[src/rtl/uart_rx.sv]
// uart_rx: 8-bit UART receiver with 2-flop input synchronizer.
// Ports: clk, reset (async, high), rx in; data_out, valid, frame_err, busy out.
module uart_rx #(
  parameter int CLKS_PER_BIT = 1,
  parameter bit MSB_FIRST    = 1'b1
) (
  input  logic       clk,
  input  logic       reset,
  input  logic       rx,
  output logic [7:0] data_out,
  output logic       valid,
  output logic       frame_err,
  output logic       busy
);

  localparam int CW =
    (CLKS_PER_BIT > 1) ? $clog2(CLKS_PER_BIT) : 1;
  localparam logic [CW-1:0] HALF =
    CW'((CLKS_PER_BIT - 1) / 2);
  localparam logic [CW-1:0] LAST =
    CW'(CLKS_PER_BIT - 1);

  typedef enum logic [2:0] {
    IDLE, START, DATA, STOP, BREAK
  } state_t;

  state_t        state, state_n;
  logic          sync1, rx_s;
  logic [CW-1:0] cnt, cnt_n;
  logic [2:0]    idx, idx_n;
  logic [7:0]    sh, sh_n;
  logic          smp;
  logic          take, bad;

  // cnt is 0 at t0 and runs modulo the bit time, so
  // every sample point lands on cnt == HALF.
  assign smp = (cnt == HALF);

  always_ff @(posedge clk or posedge reset) begin
    if (reset) begin
      sync1 <= 1'b1;
      rx_s  <= 1'b1;
    end else begin
      sync1 <= rx;
      rx_s  <= sync1;
    end
  end

  always_ff @(posedge clk or posedge reset) begin
    if (reset) begin
      state <= IDLE;
      cnt   <= '0;
      idx   <= '0;
      sh    <= '0;
    end else begin
      state <= state_n;
      cnt   <= cnt_n;
      idx   <= idx_n;
      sh    <= sh_n;
    end
  end

  always_comb begin
    state_n = state;
    unique case (state)
      IDLE:
        if (!rx_s)
          state_n = smp ? DATA : START;
      START:
        if (smp)
          state_n = rx_s ? IDLE : DATA;
      DATA:
        if (smp && idx == 3'd7)
          state_n = STOP;
      STOP:
        if (smp)
          state_n = rx_s ? IDLE : BREAK;
      BREAK:
        if (rx_s)
          state_n = IDLE;
      default:
        state_n = IDLE;
    endcase
  end

  always_comb begin
    cnt_n = '0;
    if (state_n != IDLE && state_n != BREAK)
      cnt_n = (cnt == LAST) ? '0 : cnt + 1'b1;
  end

  always_comb begin
    idx_n = idx;
    sh_n  = sh;
    if (state == IDLE)
      idx_n = '0;
    if (state == DATA && smp) begin
      idx_n = idx + 3'd1;
      if (MSB_FIRST)
        sh_n = {sh[6:0], rx_s};
      else
        sh_n = {rx_s, sh[7:1]};
    end
  end

  always_comb begin
    busy = (state != IDLE);
    take = (state == STOP) && smp && rx_s;
    bad  = (state == STOP) && smp && !rx_s;
  end

  always_ff @(posedge clk or posedge reset) begin
    if (reset) begin
      data_out  <= 8'h00;
      valid     <= 1'b0;
      frame_err <= 1'b0;
    end else begin
      valid     <= take;
      frame_err <= bad;
      if (take)
        data_out <= sh;
    end
  end

endmodule

[config.mk]
export PLATFORM = sky130hd
export DESIGN_NAME = uart_rx
export DESIGN_NICKNAME = d
export VERILOG_FILES = /design/src/rtl/uart_rx.sv
export SDC_FILE = /design/constraint.sdc
export NUM_CORES = 1
export LEC_CHECK = 0
export ABC_AREA = 1
export CORE_ASPECT_RATIO = 0.6
export CORE_MARGIN = 2
export CORE_UTILIZATION = 30
export DETAILED_ROUTE_END_ITERATION = 8
export PLACE_DENSITY = 0.57
export SYNTH_ARGS = -nofsm -noshare
export SYNTH_HDL_FRONTEND = slang
export SYNTH_SLANG_ARGS = --single-unit
[constraint.sdc]
create_clock -name clk -period 1.7 [get_ports clk]
set_clock_uncertainty 0.1 [all_clocks]
set_input_delay 0.34 -clock clk [delete_from_list [all_inputs] [get_ports clk]]
set_output_delay 0.34 -clock clk [all_outputs]
set_load 0.02 [all_outputs]
======== Word-level counts from Yosys, hierarchy flattened ========
Index checks and enable logic that the tools add are counted.
word-level totals
  flip-flop bits (word level) ............. 27
  latch bits .............................. 0
  memory bits (writable) .................. 0
  memory bits (read-only) ................. 0
  input port bits ......................... 3
  output and inout port bits .............. 11
  logic and storage cells ................. 42
  memories ................................ 0
operators by class
  add/sub/neg operators ................... 2
  multiply operators ...................... 0
  div/mod/pow operators ................... 0
  $lt $le $gt $ge ......................... 0
  equal/unequal tests ..................... 6
  shift-type cells ........................ 0
  muxes and demuxes ....................... 13
  bitwise gates (word level) .............. 1
  reduce and logical (&&, ||, !) cells .... 11
operators with widths
  operator                                        number
  2-to-1 mux 3 bit                                8
  case mux 3 bit (5 select lines)                 1
  == test 3 x 2 -> 1 bit (second input constant)  2
  == test 3 bit (second input constant)           2
  logical AND 1 bit                               6
  nonzero test 3 bit                              2
  2-to-1 mux 2 bit                                2
  adder 3 x 1 -> 3 bit (second input constant)    1
  == test 3 x 1 -> 1 bit (second input constant)  1
  zero test 3 bit                                 1
  != test 3 bit (second input constant)           1
  2-to-1 mux 1 bit                                2
  nonzero test 2 bit                              1
  adder 1 bit (second input constant)             1
  zero test 1 bit                                 1
  inverter 1 bit                                  1

======== Logic depth before layout (Yosys ltp) ========
  depth in word-level cells ............... 7
  mapped depth ............................ 5
  mapped depth without buffers ............ 4

======== Worst setup path after synthesis ========
Ideal clock, no wire load.
  kind .................................... register -> register
  start ................................... register idx[0]
  end ..................................... register idx[2]
  setup time .............................. 0.117 ns
  data arrival time ....................... 0.949 ns
  required time ........................... 1.483 ns
  slack ................................... 0.534 ns
  cell stages (with the launch flop) ...... 5
  buffers on the path ..................... 0
  clock period less this slack ............ 1.166 ns
  cells stage by stage .................... dfrtp_1 > ha_1 > ha_1 > inv_1 > o21ai_2
on the way
  cells in the longest elaborated chain, start to end .. 2
RTL lines
  element                 line  RTL
  start, declared         30    logic [2:0] idx, idx_n;
  start signal, assigned  58    idx <= idx_n;
  adder 3 x 1 -> 3 bit    98    idx_n = idx + 3'd1;
  2-to-1 mux 3 bit        97    if (state == DATA && smp) begin
No other way between the ends.
A chain may end at the register's enable or synchronous reset.

======== Worst setup path after layout ========
  start ................................... register valid
  end ..................................... output valid
RTL lines
  element                 line  RTL
  start, declared         11    output logic valid,
  start signal, assigned  118   valid <= take;
No word-level cell between the ends.

==> flow_summary_export.csv <==
group,metric,value,unit
layout,stdcell_count,171,
power_and_ir_drop,powerDensity,1660,nW/um2
timing,hold_viol,0,
floorplanning,num_rows,16,
synthesis,synth_cell_type_count,16,
synthesis,synth_adder_area_share,2.31,%
placement,placed_area,1290,um2
timing,period_minus_slack,1.63,ns
timing,setup_viol,0,
power_and_ir_drop,vdd_drop_max,0.612,mV
global_route,grt_max_degree,27,
detailed_routing,drt_iter0_markers,23,
timing,final.setup.tns,0,ns
worst_setup_path,start_kind,"register",
flow_run,maxCapViolations,0,
floorplanning,die_w,81.5,um
global_route,met2_usage,16.7,%
layout,final_common_cell,"nand2_1",
detailed_routing,wl,1890,um
synthesis,synth_top_family_by_area,"simple AND/OR/NAND/NOR gates",
global_route,grt_first_pass_wirelength,3220,um
layout,nets,132,
worst_setup_path,startpoint,"valid$_DFF_PP0_",
synthesis,seq_area_frac_synth,60.3,%
detailed_routing,num_vias,733,
layout,mostFrequentLayoutCells,"nand2_1 (30), dfrtp_1 (24), inv_1 (13), o21ai_2 (11), nand3_1 (10)",
timing,worst_pin_slew,0.335,ns
clocking,numCtsBuffers,3,
synthesis,synth-seq-cells,26,
synthesis,muxShareOfSynthArea,0,%
clocking,clkSinkCount,26,
detailed_routing,wl_per_cell,11.0,um
synthesis,synthSimpleGateAreaFrac,19.8,%
worst_setup_path,crit_arrival,1.19,ns
global_route,grt_pass1_vias,677,
global_route,grt_overflow_total,0,
global_route,grt_use_total,11.0,%
global_route,met3_usage,4.86,%
worst_setup_path,critPathMaxStageDelay,0.59,ns
floorplanning,die_h,50.5,um
worst_setup_path,crit_chain,"clkdlybuf4s50_1",
worst_setup_path,r2r_end,"data_out[2]$_DFFE_PP0P_",
worst_setup_path,cp_top_family,"buffers and inverters",
clocking,worst_skew_pair.late_latency,0.27,ns
layout,n_antenna_cell,0,
floorplanning,die_area,4120,um2
synthesis,netlist_area,1080,um2
placement,dp_slack,0.140,ns
power_and_ir_drop,power.leakage,0.781,nW
worst_setup_path,critPathCapture,"valid",
timing,clock.fmax,613,MHz
global_route,grt_use_met1,13.6,%
synthesis,synth_cells,106,
timing,slew_viol_final,0,
placement,placedCellCount,166,
synthesis,synth_compound_area_share,9.83,%
layout,final_area,1380,um2
worst_setup_path,r2r_start,"rx_s$_DFF_PP1_",
floorplanning,initial_utilization,32.4,%
placement,place_congestion,0.692,
timing,worst_slack,0.0686,ns
worst_setup_path,cp-end-kind,"primary output",
clocking,cts_root_buf,"clkbuf_8",
placement,dp_hpwl,1330,um
clocking,h-tree-depth,1,
timing,final.period_utilization,96.0,%
synthesis,ys_warn_count,0,
layout,drive_above_1_share,23.8,%
floorplanning,core-area,3340,um2
synthesis,synth_nets,111,
clocking,clk_pin_slew,0.08,ns
clocking,cts_buffer_depth,2,
timing,holdWs,0.265,ns
outcome,status,"complete, no violations",
detailed_routing,via_per_inst,4.29,
detailed_routing,drc,0,
worst_setup_path,reg2reg_slack,0.34,ns
worst_setup_path,critPathBufInv,1,
detailed_routing,first_pass_iters,4,
global_route,grt.busiest_layer,"met2",
min_path,holdCritPathClass,"register to register",
global_route,antenna_found_initial,0,
worst_setup_path,critPathSlowestCell,"clkdlybuf4s50_1",
floorplanning,io_pins,14,
synthesis,synth.avg_cell_area,10.2,um2
placement,portBuffers,13,
layout,syn2layout_area_growth,27.1,%
clocking,tritoncts,"yes",
worst_setup_path,worstSetupPathType,"register to primary output",
clocking,postCtsHoldBufs,0,
timing,slew_headroom,77.7,%
worst_setup_path,ff2ff_path_depth,3,
timing,rsz0062_at_grt,"false",
worst_setup_path,path_depth,1,
worst_setup_path,cp.required,1.26,ns
synthesis,synth-xor-area-share,0,%
detailed_routing,ant_nets,0,
worst_setup_path,crit_path_max_fanout,1,
-- through the flow --
stage / util (%) / power, mW
global route: 41.1 / 2.46
detailed placement: 38.6 / 1.94
finish: 41.1 / 2.28
global placement: 38.6 / 1.91
floorplan: - / 1.62
CTS: 40.5 / 2.34
-- Yosys cell counts --
cell	count	area, um2
dfrtp_1	24	601
ha_1	2	25.0
dfstp_2	2	52.6
nand4_2	1	12.5
nand3_2	1	10.0
nand2_2	1	6.26
buf_6	2	22.5
buf_2	1	5.00
inv_2	2	7.51
nor2_4	1	11.3
o21ai_2	11	96.3
nand3_1	10	50.1
nor2_1	3	11.3
o21ai_0	2	10.0
inv_1	13	48.8
nand2_1	30	113
-- power breakdown --
part	internal, mW	switching, mW	total, mW
Clock	0.207	0.180	0.387
Sequential	0.846	0.142	0.988
Combinational	0.408	0.495	0.902
Total	1.46	0.817	2.28
-- worst min-delay path by stage --
stage | slack, ns | start | cells past startpoint | to
final | 0.26 | sync1$_DFF_PP1_ | 0 | rx_s$_DFF_PP1_
after global routing | 0.27 | sync1$_DFF_PP1_ | 0 | rx_s$_DFF_PP1_
after CTS | 0.27 | sync1$_DFF_PP1_ | 0 | rx_s$_DFF_PP1_
after detailed placement | 0.25 | sync1$_DFF_PP1_ | 0 | rx_s$_DFF_PP1_
after global placement | 0.25 | sync1$_DFF_PP1_ | 0 | rx_s$_DFF_PP1_
after floorplan | 0.24 | rx | 0 | sync1$_DFF_PP1_
-- logic make-up after synthesis --
kind of cell             after synthesis
AO/OA/AOI/OAI                         13
adder cells (fa/ha/maj)                2
buffers and inverters                 18
flip-flops                            26
AND/OR/NAND/NOR                       47
-- cell type report --
class                      instances  area [um2]
tap                               45        56.3
fill                             336        1970
inverter                          15        56.3
clock buffer                       4        55.1
sequential                        26         653
multi-input combinational         62         348
timing repair buffer              19         206
-- routing by layer --
| layer | vias up | wire length (um) |
|---|---|---|
| li1 | 369 | - |
| met1 | 341 | 870 |
| met2 | 18 | 866 |
| met3 | 5 | 119 |
| met4 | 0 | 31 |
| met5 | - | 0 |
-- flip-flops by register name (all words and copies together) (netlist names) --
signal,count
data_out,8
frame_err,1
idx,3
rx_s,1
sh,8
state,3
sync1,1
valid,1
-- what timing repair did --
action,4_1_cts,5_1_grt
setup buffers,1,0
endpoints found under the setup margin,1,9
resized for setup,1,9
(Power assumes the default switching activity.)
